[config.mk]
export PLATFORM = sky130hd
export DESIGN_NAME = axis_frame_gen_flat
export DESIGN_NICKNAME = d
export VERILOG_FILES = /design/src/rtl/axis_frame_gen_pkg.sv /design/src/rtl/axis_frame_gen_if.sv /design/src/rtl/axis_frame_cnt.sv /design/src/rtl/axis_frame_gen.sv /design/src/flat_wrapper.sv
export SDC_FILE = /design/constraint.sdc
export NUM_CORES = 1
export LEC_CHECK = 0
export CAP_MARGIN = 20
export CORE_MARGIN = 4
export CORE_UTILIZATION = 45
export DETAILED_ROUTE_END_ITERATION = 12
export PLACE_DENSITY_LB_ADDON = 0.05
export SLEW_MARGIN = 20
export SYNTH_ARGS = -nofsm -noshare
export SYNTH_HDL_FRONTEND = slang
export SYNTH_SLANG_ARGS = --single-unit
[constraint.sdc]
create_clock -name aclk -period 11.2 [get_ports aclk]
set_input_delay 1.68 -clock aclk [delete_from_list [all_inputs] [get_ports aclk]]
set_output_delay 1.68 -clock aclk [all_outputs]
set_load 0.05 [all_outputs]
[src/rtl/axis_frame_gen_pkg.sv]
// rtl/axis_frame_gen_pkg.sv - shared types, defaults and pixel packing for the frame generator
package axis_frame_gen_pkg;

    typedef enum logic {
        IDLE   = 1'b0,
        ACTIVE = 1'b1
    } state_t;

    localparam int C_DIM_W_DEFAULT = 12;

    // Bit offsets of the x and y coordinate fields inside tdata
    localparam int X_LSB = 0;
    localparam int Y_LSB = 16;

    // Places the 16-bit coordinates into their tdata fields
    function automatic logic [31:0] pack_xy(input logic [15:0] px, input logic [15:0] py);
        logic [31:0] d;
        d              = '0;
        d[X_LSB +: 16] = px;
        d[Y_LSB +: 16] = py;
        return d;
    endfunction

endpackage

[src/rtl/axis_frame_gen_if.sv]
// rtl/axis_frame_gen_if.sv - AXI4-Stream video beat interface with master/slave views
interface axis_frame_gen_if #(
    parameter int DATA_W = 32
);
    logic              tvalid;
    logic              tready;
    logic [DATA_W-1:0] tdata;
    logic              tlast;
    logic              tuser;

    modport master (
        output tvalid,
        output tdata,
        output tlast,
        output tuser,
        input  tready
    );

    modport slave (
        input  tvalid,
        input  tdata,
        input  tlast,
        input  tuser,
        output tready
    );
endinterface

[src/rtl/axis_frame_cnt.sv]
// rtl/axis_frame_cnt.sv - x/y raster position counter with registered sof/eol/eof flags
module axis_frame_cnt
    import axis_frame_gen_pkg::*;
#(
    parameter int C_DIM_W = C_DIM_W_DEFAULT
) (
    input  logic               clk,
    input  logic               rst,
    input  logic               load,
    input  logic               advance,
    input  logic               clear,
    input  logic [C_DIM_W-1:0] w_q,
    input  logic [C_DIM_W-1:0] h_q,
    output logic [C_DIM_W-1:0] x,
    output logic [C_DIM_W-1:0] y,
    output logic               sof,
    output logic               eol,
    output logic               eof
);

    localparam logic [C_DIM_W-1:0] ONE = C_DIM_W'(1);

    logic [C_DIM_W-1:0] x_inc;
    logic [C_DIM_W-1:0] y_inc;
    logic [C_DIM_W-1:0] w_last;
    logic [C_DIM_W-1:0] h_last;

    assign x_inc  = x + ONE;
    assign y_inc  = y + ONE;
    assign w_last = w_q - ONE;
    assign h_last = h_q - ONE;

    // Flags are computed one step ahead so they are flops aligned with x/y,
    // keeping tuser/tlast free of any combinational compare at the output.
    always_ff @(posedge clk) begin
        if (rst || clear) begin
            x   <= '0;
            y   <= '0;
            sof <= 1'b0;
            eol <= 1'b0;
            eof <= 1'b0;
        end else if (load) begin
            x   <= '0;
            y   <= '0;
            sof <= 1'b1;
            eol <= (w_q == ONE);
            eof <= (w_q == ONE) && (h_q == ONE);
        end else if (advance) begin
            sof <= 1'b0;
            if (eol) begin
                x   <= '0;
                y   <= y_inc;
                eol <= (w_q == ONE);
                eof <= (w_q == ONE) && (y_inc == h_last);
            end else begin
                x   <= x_inc;
                eol <= (x_inc == w_last);
                eof <= (x_inc == w_last) && (y == h_last);
            end
        end
    end

endmodule

[src/rtl/axis_frame_gen.sv]
// rtl/axis_frame_gen.sv - AXI4-Stream raster frame generator top; AXIS_FRAME_GEN_CNT_EN adds frame_count
module axis_frame_gen
    import axis_frame_gen_pkg::*;
#(
    parameter int C_M_AXIS_TDATA_WIDTH = 32,
    parameter int C_DIM_W              = C_DIM_W_DEFAULT
) (
    input  logic               aclk,
    input  logic               areset,
    input  logic               enable,
    input  logic [C_DIM_W-1:0] cfg_width,
    input  logic [C_DIM_W-1:0] cfg_height,
    output logic               busy,
    axis_frame_gen_if.master   m_axis
`ifdef AXIS_FRAME_GEN_CNT_EN
    ,
    output logic [31:0]        frame_count
`endif
);

    state_t                          state;
    logic                            tvalid_q;
    logic                            busy_q;
    logic [C_DIM_W-1:0]              w_q;
    logic [C_DIM_W-1:0]              h_q;
    logic [C_DIM_W-1:0]              w_sel;
    logic [C_DIM_W-1:0]              h_sel;
    logic [C_DIM_W-1:0]              x;
    logic [C_DIM_W-1:0]              y;
    logic                            sof;
    logic                            eol;
    logic                            eof;
    logic                            cfg_ok;
    logic                            hs;
    logic                            eof_hs;
    logic                            start;
    logic                            advance;
    logic                            clear;
    logic [C_M_AXIS_TDATA_WIDTH-1:0] tdata_w;

    assign cfg_ok  = (cfg_width != '0) && (cfg_height != '0);
    assign hs      = tvalid_q & m_axis.tready;
    assign eof_hs  = (state == ACTIVE) && hs && eof;
    // A frame starts from IDLE or directly after the final handshake of the
    // previous frame, which is what gives back-to-back frames with no gap.
    assign start   = enable && cfg_ok && ((state == IDLE) || eof_hs);
    assign advance = (state == ACTIVE) && hs && !eof;
    assign clear   = eof_hs && !start;

    // On a frame start the counter must see the new dimensions in the same
    // cycle they are latched, so it is fed the incoming cfg rather than w_q.
    assign w_sel   = start ? cfg_width  : w_q;
    assign h_sel   = start ? cfg_height : h_q;

    axis_frame_cnt #(
        .C_DIM_W (C_DIM_W)
    ) u_cnt (
        .clk     (aclk),
        .rst     (areset),
        .load    (start),
        .advance (advance),
        .clear   (clear),
        .w_q     (w_sel),
        .h_q     (h_sel),
        .x       (x),
        .y       (y),
        .sof     (sof),
        .eol     (eol),
        .eof     (eof)
    );

    // Frame FSM: owns tvalid/busy and the per-frame dimension latch
    always_ff @(posedge aclk) begin
        if (areset) begin
            state    <= IDLE;
            tvalid_q <= 1'b0;
            busy_q   <= 1'b0;
            w_q      <= '0;
            h_q      <= '0;
        end else begin
            unique case (state)
                IDLE: begin
                    if (start) begin
                        state    <= ACTIVE;
                        tvalid_q <= 1'b1;
                        busy_q   <= 1'b1;
                        w_q      <= cfg_width;
                        h_q      <= cfg_height;
                    end
                end
                ACTIVE: begin
                    if (eof_hs) begin
                        if (start) begin
                            w_q <= cfg_width;
                            h_q <= cfg_height;
                        end else begin
                            state    <= IDLE;
                            tvalid_q <= 1'b0;
                            busy_q   <= 1'b0;
                        end
                    end
                end
                default: begin
                    state    <= IDLE;
                    tvalid_q <= 1'b0;
                    busy_q   <= 1'b0;
                end
            endcase
        end
    end

`ifdef AXIS_FRAME_GEN_CNT_EN
    // Completed-frame counter, wraps naturally at 32 bits
    always_ff @(posedge aclk) begin
        if (areset) begin
            frame_count <= '0;
        end else if (eof_hs) begin
            frame_count <= frame_count + 32'd1;
        end
    end
`endif

    // Pixel payload straight from the registered raster position
    always_comb begin
        tdata_w        = '0;
        tdata_w[31:0]  = pack_xy(16'(x), 16'(y));
    end

    assign m_axis.tvalid = tvalid_q;
    assign m_axis.tdata  = tdata_w;
    assign m_axis.tlast  = eol;
    assign m_axis.tuser  = sof;
    assign busy          = busy_q;

endmodule

[src/flat_wrapper.sv]
// flat-port wrapper written by rule: the top's interface ports become plain ports
module axis_frame_gen_flat import axis_frame_gen_pkg::*;
#(
    parameter int C_M_AXIS_TDATA_WIDTH = 32,
    parameter int C_DIM_W              = C_DIM_W_DEFAULT
)
  (aclk, areset, enable, cfg_width, cfg_height, busy, m_axis_tvalid, m_axis_tdata, m_axis_tlast, m_axis_tuser, m_axis_tready);
  axis_frame_gen_if #(.DATA_W((32))) m_axis_i ();
  input  logic aclk;
  input  logic areset;
  input  logic enable;
  input  logic [C_DIM_W-1:0] cfg_width;
  input  logic [C_DIM_W-1:0] cfg_height;
  output logic busy;
  output wire logic [$bits(m_axis_i.tvalid)-1:0] m_axis_tvalid;
  output wire logic [$bits(m_axis_i.tdata)-1:0] m_axis_tdata;
  output wire logic [$bits(m_axis_i.tlast)-1:0] m_axis_tlast;
  output wire logic [$bits(m_axis_i.tuser)-1:0] m_axis_tuser;
  input wire logic [$bits(m_axis_i.tready)-1:0] m_axis_tready;
  assign m_axis_tvalid = m_axis_i.tvalid;
  assign m_axis_tdata = m_axis_i.tdata;
  assign m_axis_tlast = m_axis_i.tlast;
  assign m_axis_tuser = m_axis_i.tuser;
  assign m_axis_i.tready = m_axis_tready;
  axis_frame_gen #(.C_M_AXIS_TDATA_WIDTH(C_M_AXIS_TDATA_WIDTH), .C_DIM_W(C_DIM_W)) u_core (.aclk(aclk), .areset(areset), .enable(enable), .cfg_width(cfg_width), .cfg_height(cfg_height), .busy(busy), .m_axis(m_axis_i));
endmodule
# Yosys cells after proc, flatten, opt, wreduce, memory -nomap -nowiden
# Index checks and enable logic that the tools add are counted.
[classes]
n_addsub = 4
eq_ne = 8
muxes = 22
n_bitwise = 2
n_reduce_logical = 20
[ops]
columns = ["cell", "count"]
rows = [
  ["12-bit two-way mux", 5],
  ["12-bit one-hot mux with 2 select lines", 2],
  ["12-bit equality test", 3],
  ["12-bit by 1-bit adder with 12-bit output (second input constant)", 2],
  ["12-bit by 1-bit equality test with 1-bit output (second input constant)", 2],
  ["12-bit nonzero test", 2],
  ["12-bit by 1-bit subtractor with 12-bit output (second input constant)", 2],
  ["1-bit two-way mux", 13],
  ["1-bit logical AND", 10],
  ["2-bit inequality test (second input constant)", 2],
  ["1-bit one-hot mux with 2 select lines", 2],
  ["3-bit AND reduction", 1],
  ["1-bit zero test", 2],
  ["1-bit logical OR", 2],
  ["2-bit by 1-bit inequality test with 1-bit output (second input constant)", 1],
  ["2-bit AND reduction", 1],
  ["2-bit nonzero test", 1],
  ["2-bit OR reduction", 1],
  ["1-bit AND", 1],
  ["1-bit inverter", 1],
]
[totals]
regBits = 53
input_bits = 28
output_inout_bits = 36

# Depth between registers and ports, before layout
# Gate-level depths: netlist (run 1).
[logic_depth]
word_depth = 12
depth_mapped = 17
depth_no_buf = 15

# Hierarchy
# A second synthesis (run 1) with hierarchy kept.
[hier_totals]
hier_cells = 461
hier_area_um2 = 3985.1
[modules_own_cells]
columns = ["module", "instances", "cells_each", "area_each_um2", "seq_area_each_um2"]
rows = [
  ["axis_frame_cnt", 1, 297, 2301.0, 540.5],
  ["axis_frame_gen", 1, 164, 1684.1, 520.5],
]

# Least setup slack after synthesis (run 1)
# No wires, ideal clock.
[synth_timing]
path_kind = "input -> register"
start = "input cfg_height[2]"
end = "register u_core.u_cnt.eof"
setup_time_ns = 0.069
arrival_ns = 5.163
required_time_ns = 11.131
slack_ns = 5.969
cell_stages = 17
n_path_buf = 4
cell_sequence = "buf_2 -> nor4_2 -> and2_1 -> a211oi_2 -> buf_6 -> buf_2 -> mux2i_1 -> ha_1 -> clkbuf_1 -> nand4_1 -> xor2_1 -> mux2i_1 -> mux2i_1 -> nor4b_1 -> o2111ai_1 -> o31a_1 -> o21ai_1"
[synth_between]
elab_chain_len = 11
elab_cells_between_ends = 23
[synth_rtl]
columns = ["item", "line", "source"]
rows = [
  ["start: declaration", "flat_wrapper.sv:13", "input logic [C_DIM_W-1:0] cfg_height;"],
  ["12-bit nonzero test", "axis_frame_gen.sv:41", "assign cfg_ok = (cfg_width != '0) && (cfg_height != '0);"],
  ["1-bit logical AND", "axis_frame_gen.sv:41", ""],
  ["1-bit logical AND (2 in a row)", "axis_frame_gen.sv:46", "assign start = enable && cfg_ok && ((state == IDLE) || eof_hs);"],
  ["12-bit two-way mux, on equally long branches", "-", ""],
  ["12-bit by 1-bit subtractor with 12-bit output, on equally long branches", "axis_frame_cnt.sv:30, axis_frame_cnt.sv:31", ""],
  ["12-bit equality test, on equally long branches", "axis_frame_cnt.sv:58, axis_frame_cnt.sv:54", ""],
  ["1-bit logical AND, on equally long branches", "axis_frame_cnt.sv:58, axis_frame_cnt.sv:54", ""],
  ["1-bit two-way mux", "axis_frame_cnt.sv:50", "if (eol) begin"],
  ["1-bit two-way mux", "axis_frame_cnt.sv:48", "end else if (advance) begin"],
  ["1-bit two-way mux", "axis_frame_cnt.sv:42", "end else if (load) begin"],
  ["end signal: assignment", "axis_frame_cnt.sv:47", "eof <= (w_q == ONE) && (h_q == ONE);"],
  ["end signal: assignment", "axis_frame_cnt.sv:54", "eof <= (w_q == ONE) && (y_inc == h_last);"],
  ["end signal: assignment", "axis_frame_cnt.sv:58", "eof <= (x_inc == w_last) && (y == h_last);"],
  ["end: declaration", "axis_frame_cnt.sv:18", "output logic eof"],
]
# Parallel ways exist; a longest one is shown, timed or not. The select of a mux whose other input is x is not followed.
# A chain may end at the register's enable or synchronous reset.

# Final worst setup path (run 1)
# Ends and elaborated chain as after synthesis.

==> flow_summary.yaml, run 1 <==
synth:
  netlist_instances: 547
  synth_cell_types: 63
  synth_top_cell_by_area: "dfxtp_1"
  netlist.area_leader.share_pct: 25.2
  syn_avg_cell_area_um2: 7.69
  synth_most_common_cell: "nor2_1"
  synth-edff-count: 0
  ys_warn_count: 0
  ys_ff_latch: 53
  ys_top_cells_by_area: "dfxtp_1, xnor2_1, nor2_1"
  async_flop_share_pct: 0
  synthFlopType: "dfxtp_1"
  yosysSeqAreaShare_pct: 25.2
  yosys-top-cells-count: "nor2_1, dfxtp_1, nand2_1"
  syn-cell-area_mm2: 0.00420
placed_design:
  dpl_cell_area_mm2: 0.00475
  io_buffer_count: 55
  gp_congestion: 0.913
  place_hpwl_um: 8780
sta:
  finalSetupTns_ns: 0
  rsz0062_at_grt: "no"
  post-route-period-util_pct: 54.5
  slew-limit-headroom_pct: 32.3
  maxClockFrequency_mhz: 164
  drv_slew: 0
  final_hold_viol_count: 0
  worstMarginPinSlew_ns: 1.01
  finalCriticalPeriod_ns: 6.10
  finalSetupViolCount: 0
  finClkSkew_ns: 0.0133
worst_hold_path:
  hold_class: "reg -> reg"
clock_tree:
  root_buffer: "clkbuf_8"
  clkSinkCount: 53
  ctsHoldBuffers: 0
  clk_latency_ns: 0.31
  post_cts_buffers: 0
  cts.clk_slew.worst_paths_ns: 0.10
  cts_made_buffers: 5
  tritoncts: "built"
  cts-resized-gates: 0
  cts_max_path_buffers: 2
  htreeDepth: 2
finish:
  multi_input_area_mm2: 0.00296
  area_delta_synth_final_pct: 14.8
  final_util_pct: 52.7
  final_nets: 615
  final_layout_size_suffix_gt1_share_pct: 4.64
  final.fill_count: 933
  final_cell_area_mm2: 0.00483
  seqCellArea_mm2: 0.00106
  diodes: 0
grt:
  antenna_found_initial: 0
  grt.total_usage_pct: 20.8
  grt_pass1_wl_um: 19000
  first_global_vias: 3881
  grt_overflow_total: 0
  grt_max_degree: 29
pwr:
  p_leak_nw: 1.70
  power_frac_seq_pct: 45.0
  power.density_mw_per_mm2: 93.4
  p_switching_uw: 153
  pwr-share-comb_pct: 30.9
  max-vdd-ir-drop_mv: 0.0466
  p_int_uw: 297
  clock_power_share_pct: 24.1
  total_power_uw: 451
  switching_share_pct: 34.0
floorplan:
  start_util_pct: 45.9
  die_area_mm2: 0.0110
  die_w_um: 105
  die_y_um: 105
  pin_count: 64
  core-area_mm2: 0.00915
  num_rows: 35
status:
  status: "completed"
drt:
  vias: 3941
  dr.first_iter.drc_count: 153
  drtAntennaViolNets: 0
  wl_per_cell_um: 16.4
  dr.pass1.iters: 5
  drcViolationCount: 0
  drt_wl_total_um: 11400
  via_per_inst: 5.69
flow_run:
  cap_violations: 0
worst_setup_path:
  worst_setup_path_end_kind: "register"
  startpoint_type: "primary input"
  required_ns: 11.44
  cp.arrival_ns: 6.34
  worst-setup-path-type: "in -> reg"
  worstPathMaxFanout: 27
## power by group through the flow
stage	combinational (mW)	clock, mW	sequential, mW
2_1_floorplan	0.103	0	0.207
3_3_place_gp	0.138	0	0.207
3_5_place_dp	0.139	0	0.207
4_1_cts	0.140	0.112	0.203
5_1_grt	0.153	0.119	0.204
6_report	0.139	0.108	0.203
## routing by layer
metal / track usage [%] / part of all wire, %
met2: 36.7 / 50
met1: 25.1 / 43
met3: 3.09 / 3.7
met5: 0 / 0
met4: 8.62 / 3.8
## cell families after synthesis
group | after synthesis | share of synthesized area (%)
fa+ha+maj | 6 | 1.79
other cells | 1 | 0.0892
xor+xnor | 74 | 15.4
simple gates | 248 | 29.2
buf+inv | 43 | 5.18
mux | 31 | 7.89
compound gates | 91 | 15.2
flops | 53 | 25.2
## registers in the layout, summed over array words and instances (netlist names)
register              cells
u_core.w_q               12
u_core.u_cnt.eof          1
u_core.m_axis.tvalid      1
u_core.u_cnt.y           12
u_core.u_cnt.eol          1
u_core.state              1
u_core.u_cnt.x           12
u_core.u_cnt.sof          1
u_core.h_q               12
## stage by stage
stage                     instances  hold slack (ns)  setup WS [ns]
final                           693            0.492           5.10
after global placement          685            0.476           4.90
after global routing            693            0.536           4.62
after CTS                       693            0.495           5.06
after floorplan                 554            0.445           5.97
after detailed placement        685            0.482           4.75
## layout make-up
| cell class | count | share of cell area (%) |
|---|---|---|
| inverters | 6 | 0.467 |
| well taps | 111 | 2.88 |
| clock buffers | 8 | 1.66 |
| multi-input cells | 458 | 61.3 |
| flip-flops and latches | 53 | 22.0 |
| repair buffers | 57 | 11.7 |
## worst paths after layout
path / startpoint / to / slack, ns / cells after the start
max: cfg_height[2] / u_core.u_cnt.eof$_SDFFE_PP0P_ / 5.10 / 15
min: u_core.h_q[11]$_SDFFE_PP0N_ / u_core.h_q[11]$_SDFFE_PP0N_ / 0.49 / 2
max reg2reg: u_core.u_cnt.eof$_SDFFE_PP0P_ / u_core.u_cnt.eof$_SDFFE_PP0P_ / 6.64 / 14
min reg2reg: u_core.h_q[11]$_SDFFE_PP0N_ / u_core.h_q[11]$_SDFFE_PP0N_ / 0.49 / 2
## cells in the final DEF, fill, tap and decap left out, types with 12 or more instances in the layout
cell type / instances
xor2_1: 29
a21oi_1: 33
nor2_1: 82
nor4_1: 12
clkdlybuf4s50_1: 55
nand3_1: 27
dfxtp_1: 53
xnor2_1: 45
nand2_1: 48
mux2i_1: 26
nor3_1: 18
## worst max-delay path: stages
cell,delay (ns)
clkdlybuf4s50_1,0.62
nor4_2,0.12
and2_1,0.22
a211oi_4,0.85
buf_4,0.48
mux2i_1,0.34
ha_1,0.39
nand4_1,0.15
xor2_1,0.18
mux2i_1,0.36
mux2i_1,0.14
nor4b_1,0.29
o2111ai_1,0.14
o31a_1,0.29
o21ai_1,0.07
Power figures use the tool's default switching activity.
==> inputs of run 2 (changes only) <==
==> constraint.sdc (replaced) <==
create_clock -name aclk -period 5.21 [get_ports aclk]
set_input_delay 0.7815 -clock aclk [delete_from_list [all_inputs] [get_ports aclk]]
set_output_delay 0.7815 -clock aclk [all_outputs]
set_load 0.05 [all_outputs]
==> run 2 against run 1 <==
Worst setup slack got worse by 4.5 ns. Cell count rose by 0.43%. Final area grew 0.75%. Critical path type unchanged. Critical endpoint unchanged. Largest cell class unchanged. Largest power group unchanged. Highest routed layer unchanged.
==> flow_summary.yaml, run 2 (synthesis gave the netlist of run 1 again) <==
status:
  status: "completed"
placed_design:
  place_hpwl_um: 8860
  gp_congestion: 0.917
  io_buffer_count: 55
sta:
  worstMarginPinSlew_ns: 0.852
  post-route-period-util_pct: 87.6
  maxClockFrequency_mhz: 219
  drv_slew: 0
  finalCriticalPeriod_ns: 4.56
  finClkSkew_ns: 0.0108
  finalSetupViolCount: 0
  slew-limit-headroom_pct: 43.1
  finalSetupTns_ns: 0
  final_hold_viol_count: 0
  rsz0062_at_grt: "no"
floorplan:
  die_w_um: 105
  pin_count: 64
  start_util_pct: 45.9
  die_area_mm2: 0.0110
  die_y_um: 105
  core-area_mm2: 0.00915
  num_rows: 35
worst_setup_path:
  path_buf_inv: 1
  worst-setup-path-type: "in -> reg"
  cp_cell_sequence: "clkdlybuf4s50_1, nor4_2, and2_1, a211oi_4, mux2i_1, ha_1, nor3b_1, nor3b_1, nand4_1, nor2_1, o21ai_1, nor4b_1, nand4_1, or4_1, o21ai_1"
  r2r-start: "u_core.u_cnt.eof$_SDFFE_PP0P_"
  worstPathMaxFanout: 8
  required_ns: 5.46
  startpoint_type: "primary input"
  slowest_delay_ns: 0.64
  cp.arrival_ns: 4.81
  cp_top_family: "simple AND/OR/NAND/NOR gates"
  ff2ff_path_depth: 14
  crit_path_top_delay_cell: "clkdlybuf4s50_1"
  r2r_end: "u_core.u_cnt.eof$_SDFFE_PP0P_"
  reg2reg_setup_slack_ns: 1.31
  worst_setup_path_end_kind: "register"
worst_hold_path:
  worst_hold_path.num_cells: 2
  hold_class: "reg -> reg"
  holdCritStartpoint: "u_core.h_q[11]$_SDFFE_PP0N_"
  min_to: "u_core.h_q[11]$_SDFFE_PP0N_"
clock_tree:
  post_cts_buffers: 0
  htreeDepth: 2
  clk_latency_ns: 0.31
  clkSinkCount: 53
  ctsHoldBuffers: 0
  cts-resized-gates: 0
  root_buffer: "clkbuf_8"
  tritoncts: "built"
  cts.clk_slew.worst_paths_ns: 0.10
  cts_made_buffers: 5
  cts_max_path_buffers: 2
finish:
  seqCellArea_mm2: 0.00106
  multi_input_area_mm2: 0.00296
  final.fill_count: 914
  layout_common_cells: "nor2_1, clkdlybuf4s50_1, dfxtp_1"
  final_layout_size_suffix_gt1_share_pct: 5.47
  area_delta_synth_final_pct: 15.7
  diodes: 0
  final_nets: 619
  layout_commonest_cell: "nor2_1"
drt:
  dr.first_iter.drc_count: 169
  vias: 3989
  drt_wl_total_um: 11600
  drcViolationCount: 0
  via_per_inst: 5.73
  dr.pass1.iters: 5
  drtAntennaViolNets: 0
  wl_per_cell_um: 16.6
grt:
  grt_max_degree: 27
  first_global_vias: 3921
  grt.total_usage_pct: 21.0
  grt_pass1_wl_um: 19100
  antenna_found_initial: 0
  grt_overflow_total: 0
flow_run:
  cap_violations: 0
pwr:
  p_leak_nw: 1.72
  total_power_uw: 987
  max-vdd-ir-drop_mv: 0.124
  power.density_mw_per_mm2: 203
-- run 2: cell types whose count changed in the layout (fill, tap and decap cells not counted) --
| cell | change |
|---|---|
| clkbuf_1 | -2 |
| clkbuf_8 | +1 |
| buf_4 | +4 |
-- run 2: report_power, final --
part	internal, mW	leakage [nW]	switching, mW
Combinational	0.128	1.25	0.177
Clock	0.106	0.0443	0.140
Sequential	0.418	0.432	0.0180
Total	0.652	1.72	0.334
-- run 2: how the worst max path moves through the flow --
stage                               endpoint  slack [ns]  cells after the start     startpoint
3_5_place_dp   u_core.u_cnt.eof$_SDFFE_PP0P_        0.31                     15  cfg_height[2]
6_report       u_core.u_cnt.eof$_SDFFE_PP0P_        0.65                     15  cfg_height[2]
5_1_grt        u_core.u_cnt.eof$_SDFFE_PP0P_        0.36                     14  cfg_height[2]
3_3_place_gp   u_core.u_cnt.eof$_SDFFE_PP0P_        0.46                     15  cfg_height[2]
4_1_cts        u_core.u_cnt.eof$_SDFFE_PP0P_        0.64                     15  cfg_height[2]
2_1_floorplan  u_core.u_cnt.eof$_SDFFE_PP0P_        0.88                     17  cfg_height[2]
-- run 2: worst min-delay path, delay by kind of cell (launching register included) --
family	cells	cell delay [ns]
flip-flops	1	0.34
AND/OR/NAND/NOR	1	0.06
AO/OA/AOI/OAI	1	0.06
-- run 2: per-stage QoR --
stage          area [um^2]  hold slack (ns)  utilization [%]  worst slack, ns  instances
2_1_floorplan         4230            0.445                -            0.877        554
3_3_place_gp          4780            0.465             52.2            0.456        689
3_5_place_dp          4780            0.485             52.2            0.311        689
4_1_cts               4860            0.499             53.1            0.637        696
5_1_grt               4860            0.542             53.1            0.358        696
6_report              4860            0.502             53.1            0.647        696
-- run 2: metal layers --
layer  up-vias  routed length (um)  track usage (%)
met5         -                   0                0
met2        82                5940             38.5
met4         0                 237             6.09
li1       1995                   -                -
met3        15                 361             2.47
met1      1897                5030             25.6
-- run 2: layout make-up --
type                    count  area share, %
flip-flops and latches     53           21.8
repair buffers             61           12.2
well taps                 111           2.86
inverters                   6          0.463
clock buffers               7           1.78
multi-input cells         458           60.8
==> inputs of run 3 (changes only) <==
--- a/config.mk
+++ b/config.mk
@@ -5,7 +5,7 @@
 export SDC_FILE = /design/constraint.sdc
 export NUM_CORES = 1
 export LEC_CHECK = 0
-export CAP_MARGIN = 20
+export CAP_MARGIN = 30
 export CORE_MARGIN = 4
 export CORE_UTILIZATION = 45
 export DETAILED_ROUTE_END_ITERATION = 12
==> constraint.sdc (replaced) <==
create_clock -name aclk -period 5.3 [get_ports aclk]
set_input_delay 0.795 -clock aclk [delete_from_list [all_inputs] [get_ports aclk]]
set_output_delay 0.795 -clock aclk [all_outputs]
set_load 0.05 [all_outputs]
==> run 3 against run 2 <==
Utilization grew 0.082 points. Sequential share of layout area is essentially flat. Critical path depth is the same. Clock skew shrank 0.0049 ns. Combinational power is essentially flat. Register-to-register slack gained 0.06 ns. Worst setup slack lost 0.020 ns. First-iteration DRC count shrank 14%. Global-route usage shrank 0.20 points. Critical endpoint unchanged. Cell count grew 0.14%.
==> flow_summary.yaml, run 3 (synthesis gave the netlist of run 1 again) <==
status:
  status: "completed"
sta:
  timing.hold.ws_ns: 0.502
  rsz0062_at_grt: "no"
  finalCriticalPeriod_ns: 4.67
  worstMarginPinSlew_ns: 0.840
  drv_slew: 0
  maxClockFrequency_mhz: 214
  finClkSkew_ns: 0.00589
  slew-limit-headroom_pct: 43.9
  finalSetupTns_ns: 0
  final_hold_viol_count: 0
  finalSetupViolCount: 0
  post-route-period-util_pct: 88.2
finish:
  final_nets: 620
  area_delta_synth_final_pct: 15.9
  layout_commonest_cell: "nor2_1"
  final_cell_area_mm2: 0.00487
  layout_common_cells: "nor2_1, clkdlybuf4s50_1, dfxtp_1"
  final.fill_count: 913
  final_layout_size_suffix_gt1_share_pct: 5.63
  diodes: 0
drt:
  via_per_inst: 5.77
  vias: 4021
  drt_wl_total_um: 11400
  drcViolationCount: 0
  dr.first_iter.drc_count: 145
  dr.pass1.iters: 4
  wl_per_cell_um: 16.4
  drtAntennaViolNets: 0
worst_setup_path:
  worst-setup-path-type: "in -> reg"
  path_buf_inv: 2
  crit_path_top_delay_cell: "clkdlybuf4s50_1"
  required_ns: 5.54
  cp.arrival_ns: 4.91
  worst_setup_path_end_kind: "register"
  path_common_cell: "mux2i_1"
  cp_top_family: "buffers and inverters"
  worstPathMaxFanout: 15
  slowest_delay_ns: 0.65
  startpoint_type: "primary input"
  cp_cell_sequence: "clkdlybuf4s50_1, nor4_2, and2_1, a211oi_4, buf_4, mux2i_1, ha_1, nand4_1, xor2_1, mux2i_1, mux2i_1, nor4b_1, o2111ai_1, o31a_1, o21ai_1"
grt:
  grtUsageMet2_pct: 37.6
  grt_max_degree: 27
  first_global_vias: 3903
  gr-usage-met3_pct: 3.34
  grt_overflow_total: 0
  grt.total_usage_pct: 20.7
  grtUsageMet1_pct: 25.1
  globalRoute.busiestLayer: "met2"
  antenna_found_initial: 0
  grt_pass1_wl_um: 18900
clock_tree:
  cts.clk_slew.worst_paths_ns: 0.10
  root_buffer: "clkbuf_8"
  cts_made_buffers: 5
  tritoncts: "built"
  htreeDepth: 2
  ctsHoldBuffers: 0
  cts-resized-gates: 0
  clkSinkCount: 53
  cts_max_path_buffers: 2
  post_cts_buffers: 0
  clk_latency_ns: 0.30
placed_design:
  gp_congestion: 0.880
  io_buffer_count: 55
  dpl_cell_area_mm2: 0.00478
  place_hpwl_um: 8740
pwr:
  max-vdd-ir-drop_mv: 0.109
  power.density_mw_per_mm2: 198
  p_leak_nw: 1.73
floorplan:
  pin_count: 64
  start_util_pct: 45.9
  core-area_mm2: 0.00915
  die_w_um: 105
  die_y_um: 105
  num_rows: 35
  die_area_mm2: 0.0110
flow_run:
  cap_violations: 0
worst_hold_path:
  hold_class: "reg -> reg"
==> run 3: cell type report <==
type | instances | area, um^2 | area share [%]
timing repair buffer | 62 | 603 | 12.4
tap | 111 | 139 | 2.85
clock buffer | 7 | 86.3 | 1.77
sequential | 53 | 1060 | 21.8
inverter | 6 | 22.5 | 0.462
multi-input combinational | 458 | 2960 | 60.8
==> run 3: path summary, 6_finish.rpt <==
check | end | slack (ns) | startpoint | cells after the start
worst max-delay path | u_core.u_cnt.eof$_SDFFE_PP0P_ | 0.63 | cfg_height[2] | 15
worst min-delay path | u_core.h_q[5]$_SDFFE_PP0N_ | 0.50 | u_core.h_q[5]$_SDFFE_PP0N_ | 2
worst max register to register | u_core.u_cnt.eof$_SDFFE_PP0P_ | 1.37 | u_core.u_cnt.eof$_SDFFE_PP0P_ | 14
worst min register to register | u_core.h_q[5]$_SDFFE_PP0N_ | 0.50 | u_core.h_q[5]$_SDFFE_PP0N_ | 2
==> run 3: through the flow <==
stage	setup WS [ns]	total power, mW	cells	util, %
6_report	0.627	0.966	697	53.2
5_1_grt	0.238	1.02	697	53.2
3_3_place_gp	0.488	0.735	690	52.3
4_1_cts	0.647	0.977	697	53.2
2_1_floorplan	0.954	0.656	554	-
3_5_place_dp	0.385	0.737	690	52.3
==> run 3: worst min-delay path, stage by stage (launching register included) <==
cell and delay [ns]:
dfxtp_1 0.35, nand2_1 0.06, a21oi_1 0.05
==> run 3: metal layers <==
| metal | share of wire [%] | wire length [um] |
|---|---|---|
| met1 | 43 | 4870 |
| met3 | 4.2 | 484 |
| met2 | 51 | 5840 |
| met5 | 0 | 0 |
| met4 | 2.2 | 252 |
==> run 3: where the power goes <==
group | internal (mW) | switching [mW] | leakage [nW] | total, mW
logic | 0.125 | 0.176 | 1.25 | 0.302
clock network | 0.104 | 0.131 | 0.0443 | 0.235
registers | 0.411 | 0.0178 | 0.432 | 0.429
